`config.mk`:
```
export PLATFORM = sky130hd
export DESIGN_NAME = alu_request_arbiter
export DESIGN_NICKNAME = d
export VERILOG_FILES = /design/src/rtl/alu_arb_pkg.sv /design/src/rtl/alu_request_arbiter_rr_picker.sv /design/src/rtl/alu_request_arbiter.sv
export SDC_FILE = /design/constraint.sdc
export NUM_CORES = 1
export LEC_CHECK = 0
export CORE_AREA = 2 2 185 187
export CTS_BUF_LIST = sky130_fd_sc_hd__clkbuf_16
export CTS_CLUSTER_SIZE = 8
export DETAILED_ROUTE_END_ITERATION = 16
export DIE_AREA = 0 0 187 189
export SETUP_SLACK_MARGIN = 0.2
export SYNTH_ARGS = -nofsm -noshare
export SYNTH_HDL_FRONTEND = slang
export SYNTH_SLANG_ARGS = --single-unit
```
`constraint.sdc`:
```
create_clock -name clk -period 12.3 [get_ports clk]
set_clock_uncertainty 0.2 [all_clocks]
set_input_delay 2.46 -clock clk [delete_from_list [all_inputs] [get_ports clk]]
set_output_delay 2.46 -clock clk [all_outputs]
set_load 0.1 [all_outputs]
```
`src/rtl/alu_arb_pkg.sv`:
```
// Shared types and constants for the ALU request arbiter.
package alu_arb_pkg;

   localparam int unsigned ARB_NREQ    = 4;
   localparam int unsigned ARB_IDX_W   = 2;
   localparam int unsigned ARB_TIMEOUT = 51;
   localparam int unsigned OP_W        = 4;
   localparam int unsigned DATA_W      = 32;
   localparam int unsigned BASE_W      = 2;
   localparam int unsigned CNT_W       = 8;
   localparam int unsigned OPCNT_W     = 32;
   localparam int unsigned TOCNT_W     = 16;

   typedef enum logic {
      ST_IDLE = 1'b0,
      ST_WAIT = 1'b1
   } arb_state_e;

   typedef enum logic [BASE_W-1:0] {
      BASE_2    = 2'd0,
      BASE_10   = 2'd1,
      BASE_12   = 2'd2,
      BASE_RSVD = 2'd3
   } base_sel_e;

   // Operation captured at grant and driven to the router.
   typedef struct packed {
      logic [OP_W-1:0]   op;
      logic [DATA_W-1:0] a;
      logic [DATA_W-1:0] b;
      logic [BASE_W-1:0] base;
   } alu_req_t;

   // Reserved base encoding is treated as base-12.
   function automatic logic [BASE_W-1:0] map_base(input logic [BASE_W-1:0] b);
      return (b == BASE_RSVD) ? BASE_W'(BASE_12) : b;
   endfunction

   function automatic logic [ARB_NREQ-1:0] idx_to_onehot(input logic [ARB_IDX_W-1:0] idx);
      return ARB_NREQ'(1) << idx;
   endfunction

endpackage

```
`src/rtl/alu_request_arbiter_rr_picker.sv`:
```
// Combinational round-robin picker: first requester after last_grant, wrapping.
module rr_picker
   import alu_arb_pkg::*;
(
   input  logic [ARB_NREQ-1:0]  req,
   input  logic [ARB_IDX_W-1:0] last_grant,
   output logic [ARB_NREQ-1:0]  sel_c,
   output logic [ARB_IDX_W-1:0] sel_idx_c,
   output logic                 sel_valid_c
);

   logic [ARB_IDX_W-1:0] cand;

   // Scan last_grant+1 .. last_grant+NREQ; the index wraps naturally in ARB_IDX_W bits.
   always_comb begin
      sel_c       = '0;
      sel_idx_c   = '0;
      sel_valid_c = 1'b0;
      cand        = '0;
      for (int unsigned k = 1; k <= ARB_NREQ; k++) begin
         cand = last_grant + ARB_IDX_W'(k);
         if (!sel_valid_c && req[cand]) begin
            sel_valid_c = 1'b1;
            sel_idx_c   = cand;
            sel_c       = idx_to_onehot(cand);
         end
      end
   end

endmodule

```
`src/rtl/alu_request_arbiter.sv`:
```
// Round-robin arbiter sharing one ALU router among four requesters.
module alu_request_arbiter
   import alu_arb_pkg::*;
#(
   parameter int unsigned NREQ    = ARB_NREQ,
   parameter int unsigned TIMEOUT = ARB_TIMEOUT
) (
   input  logic                     clk,
   input  logic                     reset,
   input  logic [NREQ-1:0]          req,
   input  logic [NREQ*OP_W-1:0]     req_op,
   input  logic [NREQ*DATA_W-1:0]   req_a,
   input  logic [NREQ*DATA_W-1:0]   req_b,
   input  logic [NREQ*BASE_W-1:0]   req_base,
   output logic [NREQ-1:0]          grant,
   output logic [NREQ-1:0]          rsp_valid,
   output logic [DATA_W-1:0]        rsp_result,
   output logic                     rsp_timeout,
   output logic [OP_W-1:0]          rt_operation,
   output logic [DATA_W-1:0]        rt_operand_a,
   output logic [DATA_W-1:0]        rt_operand_b,
   output logic [BASE_W-1:0]        rt_base_select,
   input  logic [DATA_W-1:0]        rt_result,
   input  logic                     rt_done,
   output logic                     busy,
   output logic [OPCNT_W-1:0]       op_count,
   output logic [TOCNT_W-1:0]       timeout_count
);

   arb_state_e           state;
   logic [ARB_IDX_W-1:0] last_grant;
   logic [CNT_W-1:0]     wait_cnt;
   alu_req_t             cap;

   logic [ARB_NREQ-1:0]  pick_c;
   logic [ARB_IDX_W-1:0] pick_idx_c;
   logic                 pick_valid_c;

   rr_picker u_picker (
      .req         (ARB_NREQ'(req)),
      .last_grant  (last_grant),
      .sel_c       (pick_c),
      .sel_idx_c   (pick_idx_c),
      .sel_valid_c (pick_valid_c)
   );

   assign rt_operation   = cap.op;
   assign rt_operand_a   = cap.a;
   assign rt_operand_b   = cap.b;
   assign rt_base_select = cap.base;

   // Arbitration, capture, router wait and response generation.
   always_ff @(posedge clk or posedge reset) begin
      if (reset) begin
         state         <= ST_IDLE;
         last_grant    <= ARB_IDX_W'(ARB_NREQ - 1);
         wait_cnt      <= '0;
         cap           <= '0;
         grant         <= '0;
         rsp_valid     <= '0;
         rsp_result    <= '0;
         rsp_timeout   <= 1'b0;
         busy          <= 1'b0;
         op_count      <= '0;
         timeout_count <= '0;
      end else begin
         grant       <= '0;
         rsp_valid   <= '0;
         rsp_timeout <= 1'b0;
         case (state)
            ST_IDLE: begin
               if (pick_valid_c) begin
                  grant      <= NREQ'(pick_c);
                  last_grant <= pick_idx_c;
                  cap.op     <= req_op[{pick_idx_c, 2'b00} +: OP_W];
                  cap.a      <= req_a[{pick_idx_c, 5'b00000} +: DATA_W];
                  cap.b      <= req_b[{pick_idx_c, 5'b00000} +: DATA_W];
                  cap.base   <= map_base(req_base[{pick_idx_c, 1'b0} +: BASE_W]);
                  wait_cnt   <= '0;
                  busy       <= 1'b1;
                  state      <= ST_WAIT;
               end
            end
            ST_WAIT: begin
               wait_cnt <= wait_cnt + CNT_W'(1);
               // First WAIT cycle is the router settle cycle; done is not trusted there.
               if (rt_done && (wait_cnt != '0)) begin
                  rsp_valid  <= NREQ'(idx_to_onehot(last_grant));
                  rsp_result <= rt_result;
                  op_count   <= op_count + OPCNT_W'(1);
                  busy       <= 1'b0;
                  state      <= ST_IDLE;
               end else if (wait_cnt == CNT_W'(TIMEOUT)) begin
                  rsp_valid   <= NREQ'(idx_to_onehot(last_grant));
                  rsp_result  <= '0;
                  rsp_timeout <= 1'b1;
                  op_count    <= op_count + OPCNT_W'(1);
                  if (timeout_count != '1) begin
                     timeout_count <= timeout_count + TOCNT_W'(1);
                  end
                  busy        <= 1'b0;
                  state       <= ST_IDLE;
               end
            end
            default: state <= ST_IDLE;
         endcase
      end
   end

endmodule

```
==> impl_metrics.yaml <==
global_route:
  antenna_found_initial: 2
  grt_use_total: 0.191
  grt_busiest_layer: "met2"
  overflow: 0
  grt_util_met1: 0.240
  grt_max_degree: 140
  gr-usage-met2: 0.331
  grt_use_met3: 0.0434
  grt_pass1_vias: 8152
  grt_pass1_wl_mm: 51.6
synth:
  synth_top_area_share: 0.457
  synth_area_leaders: "dfrtp_1 (46%), mux2i_1 (15%), o221ai_1 (5.5%)"
  async_flop_share: 1.00
  synth.avg_cell_area_um2: 11.7
  netlist-cell-type-count: 64
  yosysWarnings: 0
  ys_ff_latch: 171
  syn_inst: 789
  ys.flop_type: "dfrtp_1"
  syn-cell-area_mm2: 0.00925
  synth_edf_count: 0
  synth_nets: 1120
  synth.largest_area_cell: "dfrtp_1"
  yosysSeqAreaShare: 0.463
timing:
  slew_viol_final: 0
  period_share: 0.440
  worst_slew_pin_slew_ns: 1.28
  hold_violations: 0
  timing.fmax_mhz: 185
  fin_setup_tns_ns: 0
  setup_violations: 0
  rsz0062_at_grt: "no"
  max_slew_margin: 0.145
  period_needed_ns: 5.41
worst_setup_path:
  cp_cell_sequence: "clkdlybuf4s50_1 -> mux4_2 -> clkinv_4 -> a21oi_4 -> o22ai_4 -> buf_12 -> mux2i_1 -> o221ai_2"
  critPathLaunchType: "input port"
  reg2regPathDepth: 9
  cp.depth: 8
  cpPeakStageDelay_ns: 0.66
  cp.required_ns: 12.39
  cp.arrival_ns: 5.50
  slowest_stage: "mux4_2"
  path_buf_inv: 3
  cp-end-kind: "register"
  cp_max_fo: 139
  path_delay_family: "buffers and inverters"
  path_class: "in2reg"
routing:
  routed-via-count: 8145
  drt_wl_total_mm: 34.7
  drt_iter0_drc: 342
  drtPass1Iterations: 6
  ant_nets: 0
  wl_per_cell_um: 20.4
  remaining_drc_errors: 0
  vias_per_cell: 4.78
clock_network:
  cts_buffer_depth: 2
  post_cts_resized: 0
  cts_hold_buf: 0
  post_cts_buffers: 0
  root_buffer: "clkbuf_16"
  clock_latency_ns: 0.44
  clock-sinks: 171
  h-tree-depth: 4
  cts_tree: "yes"
  cts_buffers: 17
  clkTransAtPathRegs_ns: 0.07
finish:
  nFillCells: 3140
  fin_nets: 1571
  drive_above_1_share: 0.0670
  fin_area_mm2: 0.0147
  area_growth_syn_to_layout_pct: 59.4
placement:
  dp_hpwl_mm: 26.0
  place_area_mm2: 0.0142
  gp_congestion: 0.847
  numPortBuffers: 478
pwr:
  vdd_drop_max_mv: 0.312
  powerDensity_mw_per_mm2: 310
  leakage_nw: 6.09
die:
  die-area_mm2: 0.0353
  rows: 67
  initial_core_util: 0.278
  core_area_mm2: 0.0333
  fp.dieW_um: 187
  fp.dieH_um: 189
  io_pins: 479
worst_hold_path:
  hp-class: "reg2reg"
  worstHoldPathCells: 1
status:
  outcome: "finished clean"
job:
  maxCapViolations: 0
through the flow:
stage | power [mW] | std cells | util | worst slack [ns] | hold WS [ns]
4_1_cts | 4.61 | 1701 | 0.443 | 6.87 | 0.288
5_1_grt | 4.77 | 1703 | 0.443 | 6.75 | 0.301
6_report | 4.57 | 1704 | 0.443 | 6.89 | 0.284
3_5_place_dp | 4.07 | 1669 | 0.426 | 6.39 | 0.271
2_1_floorplan | 3.45 | 789 | - | 5.01 | 0.247
3_3_place_gp | 4.05 | 1669 | 0.426 | 6.46 | 0.262
cell type report:
type                            count  area [um2]  area share
Timing Repair Buffer              483        4830       0.328
Clock inverter                     15         135     0.00917
Tap cell                          448         561      0.0380
Clock buffer                       17         425      0.0289
Inverter                           17        73.8     0.00501
Multi-Input combinational cell    550        4420       0.300
Antenna cell                        3        7.51    0.000509
Sequential cell                   171        4280       0.290
placed cells by master (no fill, tap or decap), types with 3 or more instances in the layout:
cell             count
clkdlybuf4s50_1    478
dfrtp_1            169
mux2i_1            138
nand2_1            101
o221ai_1            58
xnor2_1             35
a22o_1              33
nand3_1             18
clkbuf_16           17
nor2_1              16
inv_1               14
o21ai_0             14
nand4_1             14
xor2_1              12
ha_1                12
o221ai_2            10
and2_1               9
a21oi_1              8
nor3_2               6
inv_6                6
a221o_1              5
and3_1               5
clkinv_4             4
mux2_2               4
and4_1               4
o21ai_1              4
buf_4                4
diode_2              3
mux4_2               3
or2_2                3
nor4b_1              3
nor3_1               3
sequential cells by signal (all words and copies together), names as in the netlist:
signal and cells:
wait_cnt 8, rt_base_select 2, rsp_timeout 1, rt_operand_a 32
timeout_count 16, state 1, last_grant 2, rsp_valid 4
grant 4, busy 1, rt_operand_b 32, op_count 32
rt_operation 4, rsp_result 32
per-layer routing:
layer	part of all wire	routed length [um]
met5	0	0
met4	0.012	412
met3	0.047	1650
met2	0.52	18000
met1	0.42	14700
synth_stat cells (2+ instances only):
cell and instances:
nor2_1 16, nand2_1 101, dfstp_2 2, dfrtp_1 169
o21ai_0 14, a221o_1 5, buf_4 3, mux2_2 4
mux4_2 3, buf_6 6, buf_2 20, or2_2 3
a22o_1 33, o221ai_1 58, xnor2_1 35, o21ai_1 4
and3_1 5, clkbuf_1 8, nor4b_1 3, ha_1 12
inv_1 15, o221ai_2 10, and4_1 4, nand3_1 18
a21oi_4 2, mux2i_1 138, nor4_2 2, and2_1 9
nor3_2 6, a21oi_1 8, buf_12 13, xor2_1 12
o221a_2 2, nor3_1 3, nand4_1 14
power breakdown:
group	leakage, nW	switching (mW)	internal (mW)
combinational	3.67	2.21	0.936
sequential	2.15	0.132	0.769
clock	0.274	0.259	0.266
total	6.09	2.60	1.97
kinds of logic (layout without fill, tap and decap cells):
| logic type | count (synthesis) | in the layout | synth area share |
|---|---|---|---|
| other cells | 0 | 3 | 0 |
| buf+inv | 68 | 532 | 0.0602 |
| fa+ha+maj | 12 | 12 | 0.0162 |
| compound gates | 150 | 150 | 0.145 |
| simple gates | 194 | 194 | 0.105 |
| flops | 171 | 171 | 0.463 |
| mux | 147 | 147 | 0.166 |
| xor+xnor | 47 | 47 | 0.0445 |
worst paths after layout:
path	slack [ns]	start	end
min in group asynchronous	2.40	reset	rsp_result[25]
max in group asynchronous	7.93	reset	op_count[11]
min reg2reg	0.28	op_count[31]	op_count[31]
max	6.89	req[2]	rt_operand_b[2]
max reg2reg	7.76	last_grant[0]	rt_operand_b[2]
min	0.28	op_count[31]	op_count[31]
Note: power is estimated with default switching activity, not from simulation.
